--- src/rtl/pivot_pkg.sv ---
// Shared types and helpers for the off-diagonal pivot selector.
// Candidate payload: signed value plus its (row, column) position.
package pivot_pkg;

  localparam int unsigned PIVOT_DATA_W = 16;
  localparam int unsigned PIVOT_IDX_W  = 4;

  typedef struct packed {
    logic signed [PIVOT_DATA_W-1:0] val;
    logic        [PIVOT_IDX_W-1:0]  i;
    logic        [PIVOT_IDX_W-1:0]  j;
  } cand_t;

  // Strict signed greater-than: equal values never displace the incumbent.
  function automatic logic cand_better(input cand_t a, input cand_t b);
    return $signed(a.val) > $signed(b.val);
  endfunction

endpackage

--- src/rtl/pivot_cmp.sv ---
// Two-candidate compare-select; the left (earlier) operand is kept on ties.
module pivot_cmp
  import pivot_pkg::*;
(
  input  cand_t i_a,
  input  cand_t i_b,
  output cand_t o_best_c
);

  assign o_best_c = cand_better(i_b, i_a) ? i_b : i_a;

endmodule

--- src/rtl/pivot_select.sv ---
// Selects the largest signed off-diagonal matrix entry and its position,
// registered one cycle after an accepted matrix.
module pivot_select
  import pivot_pkg::*;
#(
  parameter int unsigned N_STOCKS = 3,
  parameter int unsigned DATA_W   = PIVOT_DATA_W,
  parameter int unsigned IDX_W    = PIVOT_IDX_W
) (
  input  logic                     clk,
  input  logic                     rst_n,
  input  logic                     in_valid,
  input  logic signed [DATA_W-1:0] matrix [N_STOCKS][N_STOCKS],
  output logic        [IDX_W-1:0]  pivot_i,
  output logic        [IDX_W-1:0]  pivot_j,
  output logic signed [DATA_W-1:0] pivot_val,
  output logic                     out_valid
);

  localparam int unsigned N_CAND = N_STOCKS * (N_STOCKS - 1);
  localparam int unsigned N_LEAF = 1 << $clog2(N_CAND);
  localparam int unsigned N_NODE = 2 * N_LEAF - 1;

  // Heap layout: node k has children 2k+1 (earlier) and 2k+2 (later);
  // leaves occupy [N_LEAF-1 .. N_NODE-1] in row-major candidate order.
  cand_t w_node [N_NODE];

  genvar g;
  generate
    for (g = 0; g < N_LEAF; g++) begin : g_leaf
      if (g < N_CAND) begin : g_real
        localparam int unsigned ROW = g / (N_STOCKS - 1);
        localparam int unsigned RC  = g % (N_STOCKS - 1);
        localparam int unsigned COL = (RC < ROW) ? RC : RC + 1;
        assign w_node[N_LEAF-1+g] = '{
          val: PIVOT_DATA_W'(matrix[ROW][COL]),
          i:   PIVOT_IDX_W'(ROW),
          j:   PIVOT_IDX_W'(COL)
        };
      end else begin : g_pad
        // Padding sits right of every real candidate, so it loses even at the minimum value.
        assign w_node[N_LEAF-1+g] = '{
          val: {1'b1, {(PIVOT_DATA_W-1){1'b0}}},
          i:   '0,
          j:   '0
        };
      end
    end

    for (g = 0; g < N_LEAF - 1; g++) begin : g_tree
      pivot_cmp u_cmp (
        .i_a      (w_node[2*g+1]),
        .i_b      (w_node[2*g+2]),
        .o_best_c (w_node[g])
      );
    end
  endgenerate

  logic        [IDX_W-1:0]  r_pivot_i;
  logic        [IDX_W-1:0]  r_pivot_j;
  logic signed [DATA_W-1:0] r_pivot_val;
  logic                     r_out_valid;

  // Output stage: capture on accept, hold otherwise.
  always_ff @(posedge clk or negedge rst_n) begin
    if (!rst_n) begin
      r_pivot_i   <= '0;
      r_pivot_j   <= '0;
      r_pivot_val <= '0;
      r_out_valid <= 1'b0;
    end else begin
      r_out_valid <= in_valid;
      if (in_valid) begin
        r_pivot_i   <= IDX_W'(w_node[0].i);
        r_pivot_j   <= IDX_W'(w_node[0].j);
        r_pivot_val <= DATA_W'(w_node[0].val);
      end
    end
  end

  assign pivot_i   = r_pivot_i;
  assign pivot_j   = r_pivot_j;
  assign pivot_val = r_pivot_val;
  assign out_valid = r_out_valid;

endmodule

--- config.mk ---
export PLATFORM = sky130hd
export DESIGN_NAME = pivot_select
export DESIGN_NICKNAME = d
export VERILOG_FILES = /design/src/rtl/pivot_pkg.sv /design/src/rtl/pivot_cmp.sv /design/src/rtl/pivot_select.sv
export SDC_FILE = /design/constraint.sdc
export NUM_CORES = 1
export LEC_CHECK = 0
export CAP_MARGIN = 0
export CELL_PAD_IN_SITES_DETAIL_PLACEMENT = 1
export CELL_PAD_IN_SITES_GLOBAL_PLACEMENT = 2
export CORE_AREA = 5 5 114 160
export CTS_CLUSTER_SIZE = 16
export DETAILED_ROUTE_END_ITERATION = 10
export DIE_AREA = 0 0 119 165
export GPL_ROUTABILITY_DRIVEN = 0
export PLACE_DENSITY = 0.85
export REMOVE_ABC_BUFFERS = 1
export SLEW_MARGIN = 10
export SYNTH_ARGS = -nofsm -noshare
export SYNTH_HDL_FRONTEND = slang
export SYNTH_SLANG_ARGS = --single-unit
--- constraint.sdc ---
create_clock -name clk -period 0.9 [get_ports clk]
set_input_delay 0.18 -clock clk [delete_from_list [all_inputs] [get_ports clk]]
set_output_delay 0.18 -clock clk [all_outputs]
set_load 0.005 [all_outputs]
[Word-level counts from Yosys, hierarchy flattened]
Index checks and enable logic that the tools add are counted.
Word-level totals
  output and inout bits: 25
  register bits: 25
  word-level logic and storage cells: 16
Cells by class
  muxes and demuxes: 6
  magnitude comparators: 6
Operators by type and width (count)
  2-to-1 mux 24 bit: 6
  > comparator 16 bit: 5
  > comparator 16 bit (first input constant): 1

[Longest topological paths before layout]
  depth in word-level cells: 6
  gate-level depth with buffers: 35

[By module]
A second synthesis with hierarchy kept.
Unflattened totals
  cell total of the unflattened synthesis: 651
  area, all modules: 6167.2 um2
Modules (own cells, without submodules)
  pivot_cmp at g_tree[0].u_cmp ...: cells an instance 85, seq. area each 0.0 um2, instances 6, area each 723.2 um2
  pivot_select: cells an instance 54, seq. area each 625.6 um2, instances 1, area each 1029.7 um2
  pivot_cmp at g_tree[1].u_cmp: cells an instance 87, seq. area each 0.0 um2, instances 1, area each 798.3 um2

[Worst setup path after synthesis]
No wires, ideal clock.
  kind: input-to-reg
  start point: in matrix[127] (netlist name)
  end point: reg r_pivot_val[10] (netlist: pivot_val[10])
  required time: 0.765 ns
  library setup time: 0.135 ns
  path slack: -5.670 ns
  stages on the path: 27
  arrival: 6.435 ns
  cell sequence: inv_1 ha_1 nand4_2 nor4_2 a21boi_4 o31ai_1 a21oi_1 buf_4 mux2i_1 ha_1 clkbuf_1 nand4_1 o21ai_0 nor2_1 o41ai_1 nor3_1 o31ai_4 buf_8 mux2_4 ha_1 nand4_1 or2_2 o221a_2 a221oi_1 nand2b_1 clkbuf_1 o211ai_1
On the way
  cells in the longest elaborated chain, start to end: 6
RTL lines
  from (decl): RTL line pivot_select.sv:13  | input logic signed [DATA_W-1:0] matrix [N_STOCKS][N_STOCKS],
  > comparator 16 bit: RTL line pivot_pkg.sv:16  | return $signed(a.val) > $signed(b.val);
  2-to-1 mux 24 bit (*): RTL line pivot_cmp.sv:10  | assign o_best_c = cand_better(i_b, i_a) ? i_b : i_a;
  > comparator 16 bit: RTL line pivot_pkg.sv:16
  2-to-1 mux 24 bit (*): RTL line pivot_cmp.sv:10
  > comparator 16 bit: RTL line pivot_pkg.sv:16
  2-to-1 mux 24 bit (*): RTL line pivot_cmp.sv:10
  to (signal assigned): RTL line pivot_select.sv:76  | r_pivot_val <= DATA_W'(w_node[0].val);
  to (decl): RTL line pivot_select.sv:61  | logic signed [DATA_W-1:0] r_pivot_val;
Mark *: on every way between the ends. The rest lies on a longest branch, timed or not.
A chain may end at the register's enable or synchronous reset.

[Worst setup path in the final report]
  start point: in matrix[98] (netlist name)
  end point: reg r_pivot_i[0] (netlist: pivot_i[0])
On the way
  cells in the longest elaborated chain, start to end: 6
RTL lines
  > comparator 16 bit: RTL line pivot_pkg.sv:16
  2-to-1 mux 24 bit (*): RTL line pivot_cmp.sv:10
  > comparator 16 bit: RTL line pivot_pkg.sv:16
  2-to-1 mux 24 bit (*): RTL line pivot_cmp.sv:10
  > comparator 16 bit: RTL line pivot_pkg.sv:16
  2-to-1 mux 24 bit (*): RTL line pivot_cmp.sv:10
  to (signal assigned): RTL line pivot_select.sv:74  | r_pivot_i <= IDX_W'(w_node[0].i);
  to (decl): RTL line pivot_select.sv:59  | logic [IDX_W-1:0] r_pivot_i;
Marked as above.

==> metrics.md <==
| Metric | Value |
|---|---|
| Most frequent cells in the layout | `185 x buf_4, 43 x inv_1, 42 x ha_4, 38 x buf_2` |
| Synth top area share | `25.2%` |
| Root Driver | `clkbuf_16` |
| Slew @ Worst Pin | `513 ps` |
| Final min period | `6020 ps` |
| CTS tree | `built` |
| Worst-path fanout max | `8` |
| GR met3 Demand/Resource | `2.19%` |
| GR met1 Demand/Resource | `approximately 18%` |
| Syn Area/Cell | `8.01 um^2` |
| Die height | `165 um` |
| I/O pin cnt | `172` |
| DRT Pass-1 Iters | `4` |
| Share of synthesized flip-flops with an asynchronous set or reset | `100%` |
| H-tree levels | `1` |
| Via count | `5052` |
| Area contributors post-synth | `ha_1 25%, dfrtp_1 13%, inv_1 6.7%, mux2_2 6.6%, mux2i_1 5.4%` |
| Max Cap Viol | `0` |
| Fill count | `1930` |
| Avg WL per Cell | `20.0 um` |
| WL final | `around 20000 um` |
| Area growth, synth to finish | `98.4%` |
| Vias in the first global route | `5959` |
| Most used routing layer | `met2` |
| Worst reg2reg path depth | `4` |
| Layout cell share with drive strength beyond 1 | `58.1%` |
| Tot Pwr | `between 10 and 15 mW` |
| Hold slack | `around 250 ps` |
| First-pass GRT wire length | `30200 um` |
| Buffers on Ports | `119` |
| Fin Clk Skew | `0 ps` |
| Critical Path Start Type | `primary input` |
| Count of flip-flops with a built-in enable after synthesis | `0` |
| Most used DFF post-synth | `dfrtp_1` |
| Power Dens Cells | `1760 nW/um^2` |
| Final slew viol count | `0` |
| Worst path arrival time | `between 6000 and 7000 ps` |
| Flops & latches, synth | `21` |
| Final setup violating endpoints | `slightly above 40` |
| Die width | `119 um` |
| Setup slack, reg-to-reg | `-10 ps` |
| Count of different cell masters after synthesis | `56` |
| Antenna Violating Nets Remaining | `0` |
| Leak | `3.76 nW` |
| Worst flop-to-flop path startpoint | `pivot_val[4]$_DFFE_PN0P_` |
| Core Rows | `56` |
| Hold buffer count at cts | `0` |
| Seq/Total Area, Yosys | `13.4%` |
| Maximum operating frequency | `~170 MHz` |
| N_diodes | `0` |
| Ys Warns | `0` |
| Failing checks | `setup timing` |
| Die Area | `19600 um^2` |
| GRT Total Usage | `19.4%` |
| Reg clk slew, reported paths | `about 60 ps` |
| Final hold vios | `0` |
| RSZ-0062 raised after global routing | `yes` |
| Yosys top cell by area | `ha_1` |
| Final worst slack | `-5120 ps` |
| FF-to-FF End | `pivot_val[4]$_DFFE_PN0P_` |
| Worst vdd ir | `706 uV` |
| Vias per cell | `5.01` |
| Nets | `1032` |
| Number of buffers created by CTS | `3` |
| Gr ovfl total | `0` |
| Hold WC Path Type | `in2async` |
| Initial drt markers | `roughly 130` |
| Synth Instances | `roughly 490` |
| Met2 Track Usage GR | `about two fifths` |
| CTS Sinks | `21` |
| Tcrit/Tclk final | `669%` |
| Result of the run | `finished with violations` |
| WP data required | `1050 ps` |
| Worst path slowest cell | `clkdlybuf4s50_1` |
| Initial Utilization | `23.7%` |
| Commonest non-fill, non-tap cell in the layout | `buf_4` |
| # DRC | `0` |
| CP max stage delay | `~540 ps` |
| Nature of the critical path endpoint | `register` |
| Largest net degree at the start of global routing | `22` |
| Initial antenna violation count | `0` |
| Relative slew slack | `around 65%` |
| Syn Std Cell Area | `3920 um^2` |
| Worst skew pair latency | `270 ps` |
| Core area | `16500 um^2` |
| Worst Path Class, Setup | `in2reg` |
| DP HPWL | `13900 um` |
| Worst-case clock buffer depth | `2` |
-- sequential cells by signal, indices dropped and copies added, names as in the netlist --
register / flops
out_valid: 1
pivot_i: 2
pivot_val: 16
pivot_j: 2
-- cell type report --
class	count	area (um^2)	area share (%)
timing repair buffer	328	2600	33.4
clock buffer	4	78.8	1.01
sequential	21	526	6.76
tap	203	254	3.27
multi-input combinational	382	4050	52.1
inverter	70	270	3.48
-- worst max-delay path by stage --
stage / slack [ps] / to / from
2_1_floorplan: -7110 / pivot_val[7]$_DFFE_PN0P_ / matrix[127]
3_3_place_gp: -5850 / pivot_j[0]$_DFFE_PN0P_ / matrix[119]
3_5_place_dp: -6090 / pivot_j[0]$_DFFE_PN0P_ / matrix[119]
4_1_cts: -4950 / pivot_val[1]$_DFFE_PN0P_ / matrix[101]
5_1_grt: -5350 / pivot_i[0]$_DFFE_PN0P_ / matrix[125]
6_report: -5120 / pivot_i[0]$_DFFE_PN0P_ / matrix[98]
-- critical path: cells and delay by family --
kind                     cells  cell delay, ps
buffers and inverters        6            1340
adder cells (fa/ha/maj)      3             730
multiplexers                 2             600
AND/OR/NAND/NOR              4             660
AO/OA/AOI/OAI               14            2630
-- synthesized netlist by cell type, types with 6 or more instances --
cell type	instances
o21ai_0	11
o21a_1	8
o211ai_1	16
nor2_1	28
nand2_1	32
clkbuf_1	11
mux2_4	6
inv_1	70
ha_1	79
nand4_1	14
nand3_1	22
a21o_1	17
a21oi_1	41
dfrtp_1	21
mux2_2	23
mux2i_1	21
-- kinds of logic after synthesis --
group / Yosys count / synth area share (%)
and+or+nand+nor: 128 / 16.5
AOI/OAI and AO/OA: 120 / 20.9
DFF: 21 / 13.4
other: 1 / 0.0957
buffers and inverters: 89 / 9.36
xor gates and xnor gates: 1 / 0.224
muxes: 50 / 14.3
adders and majority gates: 79 / 25.2
-- per-layer routing --
layer  up-vias  wire length [um]  part of all wire, %
li1       2390                 -                    -
met1      2436              6980                   35
met2       159             11300                   56
met3        67               632                  3.1
met4         0              1160                  5.8
met5         -                 0                    0
-- stage by stage --
step | TNS (ps) | setup slack [ps] | cell area, um^2 | utilization (%) | std cells
after global placement | -117590 | -5850 | 6380 | 38.6 | 931
after detailed placement | -122410 | -6090 | 6380 | 38.6 | 931
final | -101560 | -5120 | 7780 | 47.0 | 1008
after CTS | -98080 | -4950 | 7460 | 45.1 | 983
after floorplan | -140000 | -7110 | 3830 | - | 473
after global routing | -106740 | -5350 | 7780 | 47.0 | 1008
-- where the power goes --
part / switching (mW) / total [mW] / internal (mW)
clock: 0.386 / 0.992 / 0.606
combinational: 5.05 / 11.0 / 5.99
sequential: 0.273 / 1.67 / 1.39
total: 5.71 / 13.7 / 7.99
-- repair_timing --
| item | in CTS | in global routing |
|---|---|---|
| cloned | 2 | 0 |
| gates resized for setup | 356 | 139 |
| buffers inserted | 47 | 27 |
| endpoints found under the setup margin | 41 | 41 |
| pin swaps | 74 | 66 |
No activity file was read; power rests on OpenSTA's default activity.
